**src/rtl/rv_fpu_req_tracker_pkg.sv**
```systemverilog
// Shared widths, request metadata layout and the per-lane fflags reducer for the FPU request tracker.
// Each lane's fflags occupy 5 bits, ordered {NV,DZ,OF,UF,NX} from MSB to LSB.
package rv_fpu_req_tracker_pkg;

    localparam int NUM_THREADS = 4;
    localparam int NUM_WARPS   = 4;
    localparam int NW_BITS     = 2;
    localparam int UUID_BITS   = 44;
    localparam int NR_BITS     = 6;
    localparam int FRM_BITS    = 3;
    localparam int FFLAGS_W    = 5;

    localparam logic [FRM_BITS-1:0] FRM_DYN = '1;

    typedef logic [FFLAGS_W-1:0] fflags_t;

    typedef struct packed {
        logic [UUID_BITS-1:0]   uuid;
        logic [NW_BITS-1:0]     wid;
        logic [NUM_THREADS-1:0] tmask;
        logic [31:0]            pc;
        logic [NR_BITS-1:0]     rd;
        logic                   wb;
    } req_meta_t;

    // Each flag is ORed independently across the lanes that were active for the request.
    function automatic fflags_t fflags_reduce(input logic [NUM_THREADS-1:0]          tmask,
                                              input logic [NUM_THREADS*FFLAGS_W-1:0] lane_flags);
        fflags_t r;
        r = '0;
        for (int i = 0; i < NUM_THREADS; i++) begin
            if (tmask[i]) r = r | lane_flags[i*FFLAGS_W +: FFLAGS_W];
        end
        return r;
    endfunction

endpackage

```
**src/rtl/rv_fpu_req_tracker_tag_alloc.sv**
```systemverilog
// Tag free-list: hands out the lowest free slot and frees a slot when its result returns.
// A slot released this cycle becomes allocatable on the next cycle only.
module rv_tag_alloc #(
    parameter int SIZE = 4,
    parameter int TAGW = 2
) (
    input  logic            clk,
    input  logic            reset,
    input  logic            alloc_en,
    output logic [TAGW-1:0] alloc_tag,
    input  logic            release_en,
    input  logic [TAGW-1:0] release_tag,
    output logic            full,
    output logic            empty
);

    logic [SIZE-1:0] used;
    logic            found;

    always_comb begin
        alloc_tag = '0;
        found     = 1'b0;
        for (int i = 0; i < SIZE; i++) begin
            if (!used[i] && !found) begin
                alloc_tag = TAGW'(i);
                found     = 1'b1;
            end
        end
    end

    assign full  = &used;
    assign empty = ~|used;

    always_ff @(posedge clk) begin
        if (reset) begin
            used <= '0;
        end else begin
            if (release_en) used[release_tag] <= 1'b0;
            if (alloc_en)   used[alloc_tag]   <= 1'b1;
        end
    end

endmodule

```
**src/rtl/rv_fpu_req_tracker.sv**
```systemverilog
// Tracks FPU requests between issue and an out-of-order FPU core: tag allocation, metadata,
// rounding-mode resolution, fflags reduction, registered commit output and per-warp pending counts.
module rv_fpu_req_tracker
    import rv_fpu_req_tracker_pkg::*;
#(
    parameter  int QUEUE_SIZE = 4,
    localparam int TAGW       = (QUEUE_SIZE > 1) ? $clog2(QUEUE_SIZE) : 1,
    localparam int CNTW       = $clog2(QUEUE_SIZE + 1)
) (
    input  logic                            clk,
    input  logic                            reset,
    input  logic                            req_valid,
    output logic                            req_ready,
    input  logic [UUID_BITS-1:0]            req_uuid,
    input  logic [NW_BITS-1:0]              req_wid,
    input  logic [NUM_THREADS-1:0]          req_tmask,
    input  logic [31:0]                     req_pc,
    input  logic [NR_BITS-1:0]              req_rd,
    input  logic                            req_wb,
    input  logic [FRM_BITS-1:0]             req_op_mod,
    input  logic [FRM_BITS-1:0]             csr_frm,
    output logic [NW_BITS-1:0]              csr_read_wid,
    input  logic [NUM_WARPS-1:0]            csr_pending,
    output logic                            core_valid_in,
    input  logic                            core_ready_in,
    output logic [TAGW-1:0]                 core_tag_in,
    output logic [FRM_BITS-1:0]             core_frm,
    input  logic                            core_valid_out,
    input  logic [TAGW-1:0]                 core_tag_out,
    input  logic [NUM_THREADS*32-1:0]       core_result,
    input  logic                            core_has_fflags,
    input  logic [NUM_THREADS*FFLAGS_W-1:0] core_fflags,
    output logic                            core_ready_out,
    output logic                            cmt_valid,
    output logic [UUID_BITS-1:0]            cmt_uuid,
    output logic [NW_BITS-1:0]              cmt_wid,
    output logic [NUM_THREADS-1:0]          cmt_tmask,
    output logic [31:0]                     cmt_pc,
    output logic [NR_BITS-1:0]              cmt_rd,
    output logic                            cmt_wb,
    output logic [NUM_THREADS*32-1:0]       cmt_data,
    output logic                            cmt_eop,
    input  logic                            cmt_ready,
    output logic                            csr_we,
    output logic [NW_BITS-1:0]              csr_wid,
    output logic [FFLAGS_W-1:0]             csr_fflags,
    output logic [NUM_WARPS-1:0]            pending
);

    logic            full, empty, gate, push, pop, stall, cmt_fire;
    logic [TAGW-1:0] alloc_tag;
    req_meta_t       meta_q [QUEUE_SIZE];
    req_meta_t       rd_meta, cmt_meta;
    logic            has_fflags_r;
    fflags_t         fflags_r;

    rv_tag_alloc #(.SIZE(QUEUE_SIZE), .TAGW(TAGW)) u_tag_alloc (
        .clk         (clk),
        .reset       (reset),
        .alloc_en    (push),
        .alloc_tag   (alloc_tag),
        .release_en  (pop),
        .release_tag (core_tag_out),
        .full        (full),
        .empty       (empty)
    );

    // A warp with a CSR write outstanding must not issue until the new frm is visible.
    assign gate          = ~full & ~csr_pending[req_wid];
    assign req_ready     = core_ready_in & gate;
    assign core_valid_in = req_valid & gate;
    assign push          = req_valid & req_ready;
    assign core_tag_in   = alloc_tag;
    assign core_frm      = (req_op_mod == FRM_DYN) ? csr_frm : req_op_mod;
    assign csr_read_wid  = req_wid;

    always_ff @(posedge clk) begin
        if (push) meta_q[alloc_tag] <= '{uuid: req_uuid, wid: req_wid, tmask: req_tmask,
                                         pc: req_pc, rd: req_rd, wb: req_wb};
    end

    assign rd_meta        = meta_q[core_tag_out];
    assign stall          = cmt_valid & ~cmt_ready;
    assign core_ready_out = ~stall;
    assign pop            = core_valid_out & core_ready_out;
    assign cmt_fire       = cmt_valid & cmt_ready;

    always_ff @(posedge clk) begin
        if (reset) begin
            cmt_valid    <= 1'b0;
            cmt_meta     <= '0;
            cmt_data     <= '0;
            has_fflags_r <= 1'b0;
            fflags_r     <= '0;
        end else if (!stall) begin
            cmt_valid    <= core_valid_out;
            cmt_meta     <= rd_meta;
            cmt_data     <= core_result;
            has_fflags_r <= core_has_fflags;
            fflags_r     <= fflags_reduce(rd_meta.tmask, core_fflags);
        end
    end

    assign cmt_uuid   = cmt_meta.uuid;
    assign cmt_wid    = cmt_meta.wid;
    assign cmt_tmask  = cmt_meta.tmask;
    assign cmt_pc     = cmt_meta.pc;
    assign cmt_rd     = cmt_meta.rd;
    assign cmt_wb     = cmt_meta.wb;
    assign cmt_eop    = 1'b1;
    assign csr_we     = cmt_fire & has_fflags_r;
    assign csr_wid    = cmt_wid;
    assign csr_fflags = fflags_r;

    always_ff @(posedge clk) begin
        if (!reset && pop) assert (!empty) else $error("tag released with no tag in flight");
    end

    // Count spans issue to commit, so it covers results parked in the output register too.
    for (genvar w = 0; w < NUM_WARPS; w++) begin : g_cnt
        logic            inc, dec;
        logic [CNTW-1:0] cnt;

        assign inc = push && (req_wid == NW_BITS'(w));
        assign dec = cmt_fire && (cmt_wid == NW_BITS'(w));

        always_ff @(posedge clk) begin
            if (reset) begin
                cnt <= '0;
            end else if (inc && !dec) begin
                cnt <= cnt + CNTW'(1);
            end else if (dec && !inc) begin
                assert (cnt != '0) else $error("pending count underflow on warp %0d", w);
                if (cnt != '0) cnt <= cnt - CNTW'(1);
            end
        end

        assign pending[w] = (cnt != '0);
    end

endmodule
```
**config.mk**
```make
export PLATFORM = sky130hd
export DESIGN_NAME = rv_fpu_req_tracker
export DESIGN_NICKNAME = d
export VERILOG_FILES = /design/src/rtl/rv_fpu_req_tracker_pkg.sv /design/src/rtl/rv_fpu_req_tracker_tag_alloc.sv /design/src/rtl/rv_fpu_req_tracker.sv
export SDC_FILE = /design/constraint.sdc
export NUM_CORES = 1
export LEC_CHECK = 0
export CORE_MARGIN = 10
export CORE_UTILIZATION = 50
export CTS_BUF_LIST = sky130_fd_sc_hd__clkbuf_8
export DETAILED_ROUTE_END_ITERATION = 10
export GPL_TIMING_DRIVEN = 0
export PLACE_DENSITY = 0.8
export SLEW_MARGIN = 20
export SYNTH_ARGS = -nofsm -noshare
export SYNTH_HDL_FRONTEND = slang
export SYNTH_SLANG_ARGS = --single-unit
```
**constraint.sdc**
```tcl
create_clock -name clk -period 19.99 [get_ports clk]
set_clock_uncertainty 0.15 [all_clocks]
set_input_delay 2.9985 -clock clk [delete_from_list [all_inputs] [get_ports clk]]
set_output_delay 2.9985 -clock clk [all_outputs]
set_load 0.05 [all_outputs]
```
==> results of run 1 <==
-- power by group through the flow --
stage	Sequential [mW]	Clock [mW]	Combinational (mW)
global placement	1.39	0	0.349
global route	1.36	1.09	0.376
detailed placement	1.39	0	0.359
floorplan	1.49	0	0.0919
CTS	1.36	1.04	0.361
finish	1.36	1.02	0.358
-- flip-flops by register name, summed over array words and instances, names as in the netlist --
| name | count |
|---|---|
| cmt_valid | 1 |
| cmt_rd | 6 |
| cmt_uuid | 44 |
| u_tag_alloc.used | 4 |
| cmt_tmask | 4 |
| cmt_pc | 32 |
| g_cnt.cnt | 12 |
| has_fflags_r | 1 |
| meta_q | 356 |
| cmt_wb | 1 |
| cmt_wid | 2 |
| cmt_data | 128 |
| csr_fflags | 5 |
-- kinds of logic after synthesis --
family / after synthesis / synth area share, %
buffers and inverters: 117 / 2.46
other: 1 / 0.0173
muxes: 92 / 9.45
xor gates and xnor gates: 4 / 0.162
and+or+nand+nor: 502 / 9.31
AOI/OAI and AO/OA: 266 / 6.55
DFF: 596 / 71.5
adders and majority gates: 8 / 0.600
-- worst reg2reg max path: stages, from the launching register on --
cell     delay (ns)
dfxtp_1        0.35
nand2_1        0.21
nor2_1         0.21
nor4b_1        0.39
ha_1           0.27
inv_1          0.07
fa_1           0.37
xor2_1         0.18
or4_1          0.41
a21oi_1        0.15
-- cells in the mapped netlist (all sizes together), types with 3 or more instances --
| cell type | count |
|---|---|
| a31oi | 10 |
| o31ai | 4 |
| buf | 46 |
| o41ai | 4 |
| o21bai | 5 |
| ha | 4 |
| nor3 | 5 |
| fa | 4 |
| a222oi | 5 |
| edfxtp | 356 |
| clkbuf | 57 |
| nor4 | 6 |
| nor2b | 6 |
| nor2 | 4 |
| nand2 | 453 |
| or3 | 9 |
| dfxtp | 240 |
| o21ai | 4 |
| xor2 | 4 |
| or4 | 4 |
| mux4 | 90 |
| o21a | 3 |
| a21oi | 229 |
| inv | 14 |
| nand3 | 5 |
-- path summary, 6_finish.rpt --
path	to	slack, ns	depth (start not counted)
max	core_ready_out	11.20	6
min	cmt_pc[17]$_SDFFE_PP0N_	0.30	2
max reg2reg	g_cnt[1].cnt[2]$_SDFFE_PP0P_	17.17	9
min reg2reg	cmt_pc[17]$_SDFFE_PP0N_	0.30	2
-- layer usage --
| metal | wire [µm] | vias up |
|---|---|---|
| met3 | 5370 | 110 |
| met2 | 34300 | 687 |
| met5 | 58 | - |
| li1 | - | 7030 |
| met4 | 1720 | 8 |
| met1 | 24700 | 7662 |
-- metrics by stage --
stage | std cells | worst slack [ns]
after floorplan | 1586 | 9.36
after global placement | 2664 | 3.22
after detailed placement | 2706 | 11.21
after CTS | 2882 | 11.20
after global routing | 2889 | 11.10
final | 2889 | 11.20
-- cell type report --
| cell class | count | area (µm²) |
|---|---|---|
| antenna | 7 | 17.5 |
| fill | 2953 | 13300 |
| clock inverter | 66 | 377 |
| inverter | 14 | 52.6 |
| tap | 585 | 732 |
| sequential | 596 | 15500 |
| multi-input combinational | 873 | 5680 |
| timing repair buffer | 535 | 5370 |
| clock buffer | 110 | 1510 |
| buffer | 103 | 480 |
==> results.rst, run 1 <==
.. list-table::
   :header-rows: 1

   * - Metric
     - Value
   * - # port buffers
     - 493
   * - Worst-skew pair later-pin latency
     - 0.67 ns
   * - Maximum level of the CTS H-tree
     - 3
   * - Proportion of power drawn by combinational gates
     - 13.1%
   * - TritonCTS clock tree
     - built
   * - Chip Height
     - about 230 µm
   * - Count of boundary I/O pins
     - 497
   * - Overall die area
     - 52,100 µm²
   * - Fmax
     - about 0.11 GHz
   * - Max Cap Violations
     - 0
   * - Class of the most critical setup path
     - input pin to primary output
   * - Mean post-synth cell area
     - 13.7 µm²
   * - Hold Slack
     - approximately 0.3 ns
   * - Cell count after synthesis
     - roughly 1,600
   * - Total non-filler cell area in the finished layout
     - 29,700 µm²
   * - # hold bufs at CTS
     - 0
   * - Pin count of the biggest net entering global routing
     - 20
   * - Synthesized net count
     - around 1,900
   * - Net Sw Power
     - 704 µW
   * - Fraction of synthesized cell area taken by the top area cell type
     - 49.3%
   * - CP max stage cell
     - clkdlybuf4s50_1
   * - Maximum resistive drop on vdd
     - 0.0845 mV
   * - Netlist cell types
     - 41
   * - Final cycle utilization of the critical path
     - 44.0%
   * - Warning count from the yosys run
     - 0
   * - P&R area growth vs syn
     - 37.1%
   * - Clock Tree Root
     - clkbuf_8
   * - Critical path launch point
     - cmt_ready
   * - Dominant cells by area after synthesis
     - edfxtp_1 (49%), dfxtp_1 (22%), mux4_2 (9.3%)
   * - Worst Max-Slew Pin Slew
     - 1.06 ns
   * - Core occupancy in the finished layout
     - 69.1%
   * - Overall power consumption
     - 2.74 mW
   * - GRT Overall Usage
     - 24.7%
   * - Commonest non-fill, non-tap cell in the layout
     - clkdlybuf4s50_1
   * - Switching share of power
     - between 20% and 30%
   * - Flop pwr share
     - about half
   * - Buffers & Inverters on Critical Path
     - 5
   * - Row count
     - 76
   * - Biggest fanout along the worst timing path
     - 10
   * - Worst Setup Start Kind
     - input pin
   * - Vias per cell
     - between 5 and 6
   * - Post-CTS clock slew at the launch and capture registers of the worst setup and hold paths
     - about 0.060 ns
   * - Final number of max-transition violations
     - 0
   * - Proportion of synthesized chip area in sequential cells
     - 71.5%
   * - Finish-stage setup viols
     - 0
   * - Startpoint of the tightest hold check path
     - cmt_pc[17]$_SDFFE_PP0N_
   * - Met1 GRT Util
     - 28.0%
   * - Wire length of the first global-routing pass
     - 98.1 mm
   * - Initial cell density of the core
     - around half
   * - Crit-path leading delay family
     - buffers and inverters
   * - Post-synth ARST share
     - 0%
   * - Most area-hungry cell type in the Yosys netlist
     - edfxtp_1
   * - Die boundary width
     - 228 µm
   * - Min cycle time layout
     - 8.79 ns
   * - Met3 demand-to-capacity share in global routing
     - 7.02%
   * - Placed inst area
     - 27,800 µm²
   * - Delay contributed by the slowest stage of the critical path
     - 0.91 ns
   * - Total length of routed wires
     - roughly 66 mm
   * - Clock group share of total power
     - 37.2%
   * - Hold/Removal Path Class
     - flop to flop
   * - Fraction of final layout cells sized beyond drive strength 1
     - between 10% and 20%
   * - Most used routing layer
     - met2
   * - Iteration count of the initial detailed-routing pass
     - 7
   * - Critical path endpoint category
     - primary output
   * - Total core area
     - 43,000 µm²
   * - Number of gates resized after cts
     - 0
   * - Post-CTS Setup Repair Bufs
     - 0
   * - Startpoint of the most critical register-to-register path
     - u_tag_alloc.used[1]$_SDFF_PP0_
   * - Leak Pwr
     - 10.8 nW
   * - Number of DRC violations after detailed routing
     - 0
   * - Final layout net count
     - between 2,000 and 2,500
   * - Total congestion overflow
     - 0
   * - Post-synth EDFFs
     - 356
   * - Detailed Route Iter0 Violations
     - approximately 1,200
   * - Slew margin rel.
     - 29.1%
   * - DR WL/cell
     - 22.9 µm
   * - Synth Cell Area
     - 21,700 µm²
   * - Primary flip-flop cell chosen by synthesis mapping
     - edfxtp_1
   * - Cell-by-cell listing of the critical path
     - clkdlybuf4s50_1 -> and2b_1 -> inv_2 -> buf_2 -> buf_2 -> clkdlybuf4s50_1
   * - Via count
     - 15,500
   * - Arrival @ worst endpoint
     - 5.64 ns
   * - Num Clock Sinks
     - 596
   * - Endpoint required time on the critical path
     - 16.84 ns
   * - Sum of negative setup slack
     - 0 ns
   * - Top library cells by usage in the layout, fill and taps aside
     - clkdlybuf4s50_1 (493), nand2_1 (453), edfxtp_1 (356), dfxtp_1 (240), a21oi_1 (229)
   * - Run status
     - finished, final reports clean
   * - Number of hold-slack violations in the final timing report
     - 0
   * - Placer's final routability congestion estimate
     - 0.863
   * - Final HPWL from detailed placement
     - 49.4 mm
   * - Internal Power
     - 2.03 mW
   * - Antenna violations before repair
     - 11
   * - Via count of the first global-routing pass
     - 15,900
   * - Unrepaired setup endpoints after global routing
     - no
   * - Met2 track demand over resource in global routing
     - 43.6%
   * - Cell Pwr Density
     - slightly above 90 nW/µm²
   * - Synthesis-stage register bit count
     - around 600
   * - Maximum buffer depth of the clock tree
     - 3
   * - Routed Antenna Nets
     - 0
   * - Number of buffers added by the clock tree synthesis step
     - 94
(Power assumes the default switching activity.)
==> run 2, diff against run 1 <==
Clock period 19.99 ns to 8.7 ns, I/O delays scaled along.
==> results of run 2 <==
Same layout as run 1 (identical final DEF). Status: finished, final reports clean.
Main changes from that run: setup slack after placement 11.21 ns -> 3.30 ns; setup slack after layout 11.20 ns -> 3.30 ns; register-to-register setup slack 17.17 ns -> 5.88 ns; total power 2.74 mW -> 6.29 mW; worst IR drop on VDD 0.0845 mV -> 0.194 mV
==> run 3, diff against run 2 <==
Clock period 8.7 ns to 5.6 ns, I/O delays scaled along.
==> run 3 against run 2 <==
Clock-buffer cell count fell by 4. Die area stayed put. Flip-flop and latch count did not move. Global-route usage up 0.15 points. Critical endpoint is now core_valid_in. Largest cell class unchanged. Highest routed layer unchanged.
==> results.rst, run 3 (synthesized netlist as in run 1, its figures left out) <==
.. list-table::
   :header-rows: 1

   * - Metric
     - Value
   * - Fraction of final layout cells sized beyond drive strength 1
     - 12.7% (-0.65 points)
   * - Non-filler cells, final
     - 2,879 (-0.35%)
   * - Maximum resistive drop on vdd
     - 0.279 mV
   * - GRT Overall Usage
     - 24.9% (+0.15 points)
   * - Top library cells by usage in the layout, fill and taps aside
     - clkdlybuf4s50_1 (493), nand2_1 (453), edfxtp_1 (356), dfxtp_1 (240), a21oi_1 (229)
   * - Count of boundary I/O pins
     - 497 (unchanged)
   * - Leak Pwr
     - 10.7 nW (-1.0%)
   * - TritonCTS clock tree
     - built
   * - Hold/Removal Path Class
     - flop to flop
   * - Final cycle utilization of the critical path
     - 81.5%
   * - Endpoint required time on the critical path
     - about 4.6 ns
   * - Unrepaired setup endpoints after global routing
     - no
   * - Flip-flop count of the largest register after layout
     - 356 (unchanged)
   * - Maximum level of the CTS H-tree
     - 3 (unchanged)
   * - DR WL/cell
     - 23.0 µm (+0.35%)
   * - Reg-to-reg slack, setup
     - 2.71 ns
   * - Via count of the first global-routing pass
     - 15,900 (-0.23%)
   * - Internal Power
     - 7.11 mW
   * - Number of DRC violations after detailed routing
     - 0 (unchanged)
   * - Cells on worst reg2reg path
     - 9 (unchanged)
   * - Flop pwr share
     - 50.4% (+0.6 points)
   * - Detailed Route Iter0 Violations
     - 1,162 (-2.9%)
   * - Placer's final routability congestion estimate
     - 0.903 (+4.6%)
   * - Post-CTS Setup Repair Bufs
     - 0 (unchanged)
   * - Finish-stage setup viols
     - 0 (unchanged)
   * - Number of placed cells counting well taps
     - 2,690 (-0.59%)
   * - Worst slack at placement
     - 0.889 ns
   * - Chip Height
     - 228 µm (unchanged)
   * - Antenna violations before repair
     - 18 (+7)
   * - Final number of max-transition violations
     - 0 (unchanged)
   * - Cell depth of the worst min-delay path
     - 2 (unchanged)
   * - # hold bufs at CTS
     - 0 (unchanged)
   * - Routed Antenna Nets
     - 0 (unchanged)
   * - Iteration count of the initial detailed-routing pass
     - 8 (+1)
   * - Post-CTS clock slew at the launch and capture registers of the worst setup and hold paths
     - 0.05 ns (about the same)
   * - Critical path launch point
     - req_wid[0]
   * - P&R area growth vs syn
     - 37.0% (about the same)
   * - Total core area
     - 43,000 µm² (unchanged)
   * - Cell Pwr Density
     - 324 nW/µm²
   * - Register ranked first by flip-flop count
     - meta_q
   * - Total length of routed wires
     - 66.2 mm (about the same)
   * - Slew margin rel.
     - 28.1% (-0.98 points)
   * - Number of gates resized after cts
     - 0 (unchanged)
   * - Final HPWL from detailed placement
     - 49.1 mm (-0.60%)
   * - Commonest non-fill, non-tap cell in the layout
     - clkdlybuf4s50_1
   * - Startpoint of the tightest hold check path
     - cmt_data[18]$_SDFFE_PP0N_
   * - Worst Max-Slew Pin Slew
     - 1.08 ns (+0.0147 ns)
   * - Initial cell density of the core
     - 50.5% (unchanged)
   * - Biggest fanout along the worst timing path
     - 10 (unchanged)
   * - Pin count of the biggest net entering global routing
     - 22 (+10%)
   * - Sum of negative setup slack
     - 0 ns (unchanged)
   * - Via count
     - 15,400 (-0.58%)
   * - Overall die area
     - 52,100 µm² (unchanged)
   * - Max Cap Violations
     - 0 (unchanged)
   * - Wire length of the first global-routing pass
     - 98.1 mm (about the same)
   * - Clock Tree Root
     - clkbuf_8
   * - FF-to-FF End
     - g_cnt[2].cnt[2]$_SDFFE_PP0P_
   * - Net Sw Power
     - 2.53 mW
   * - Vias per cell
     - 5.35 (-0.24%)
   * - Proportion of power drawn by combinational gates
     - 13.3% (+0.2 points)
   * - Class of the most critical setup path
     - input pin to primary output
   * - Clock group share of total power
     - 36.3% (-0.9 points)
   * - Run status
     - finished, final reports clean
   * - Arrival @ worst endpoint
     - 3.57 ns
   * - Total congestion overflow
     - 0 (unchanged)
   * - Startpoint of the most critical register-to-register path
     - u_tag_alloc.used[1]$_SDFF_PP0_
   * - Row count
     - 76 (unchanged)
   * - # port buffers
     - 493 (unchanged)
   * - Switching share of power
     - 26.2%
   * - Num Clock Sinks
     - 596 (unchanged)
   * - Worst Setup Start Kind
     - input pin
   * - Hold Slack
     - 0.299 ns (+0.000243 ns)
   * - Number of hold-slack violations in the final timing report
     - 0 (unchanged)
   * - End of the worst hold path
     - cmt_data[18]$_SDFFE_PP0N_
   * - Worst-skew pair later-pin latency
     - 0.69 ns (+0.02 ns)
   * - Die boundary width
     - 228 µm (unchanged)
   * - Number of buffers added by the clock tree synthesis step
     - 94 (unchanged)
   * - Maximum buffer depth of the clock tree
     - 3 (unchanged)
   * - Final layout net count
     - 2,465 (-0.64%)
   * - Fmax
     - 0.219 GHz
   * - Critical path endpoint category
     - primary output
   * - Worst Setup Slack, final
     - approximately 1.0 ns
   * - Min cycle time layout
     - approximately 4.6 ns
## run 3: changes by cell type in the layout (fill, tap and decap cells not counted), sizes merged
cell / change
inv: -11
diode: +6
bufinv: -2
clkinvlp: +1
clkinv: +16
buf: -16
clkbuf: -4
## run 3: metrics by stage
stage	total power, mW	instance area (µm²)	utilization [%]
finish	9.64	29700	69.1
global route	9.98	29700	69.1
CTS	9.72	29700	69.0
detailed placement	6.23	27900	64.8
global placement	6.20	27400	63.7
floorplan	5.63	21700	-
## run 3: critical path, stage by stage
cell and delay (ns):
clkdlybuf4s50_1 0.89, mux4_2 0.62, nor3b_1 0.26, clkdlybuf4s50_1 0.96
## run 3: power by group through the flow
stage / logic (mW) / registers (mW) / clock network [mW]
floorplan: 0.329 / 5.31 / 0
global placement: 1.25 / 4.95 / 0
detailed placement: 1.28 / 4.95 / 0
CTS: 1.29 / 4.86 / 3.57
global route: 1.35 / 4.87 / 3.76
finish: 1.28 / 4.86 / 3.50
## run 3: worst max path at each step
stage,endpoint,slack (ns)
after global placement,meta_q[2][46]$_DFFE_PP_,-3.88
after CTS,core_valid_in,1.09
after detailed placement,g_cnt[2].cnt[2]$_SDFFE_PP0P_,0.89
after global routing,core_valid_in,0.93
final,core_valid_in,1.04
after floorplan,meta_q[1][0]$_DFFE_PP_,-0.12
## run 3: cell type report
class | instances | area [µm²]
clock buffers | 106 | 1460
multi-input cells | 873 | 5700
flip-flops and latches | 596 | 15500
well taps | 585 | 732
diodes | 13 | 32.5
repair buffers | 519 | 5410
inverters | 14 | 52.6
fillers | 2930 | 13300
plain buffers | 103 | 480
clock inverters | 70 | 350
## run 3: per-layer routing
metal | global-route usage (%) | vias up | wire length [µm]
li1 | - | 7011 | -
met1 | 27.7 | 7543 | 24000
met2 | 42.0 | 715 | 33500
met3 | 9.08 | 130 | 6370
met4 | 11.4 | 8 | 2210
met5 | 0 | - | 55
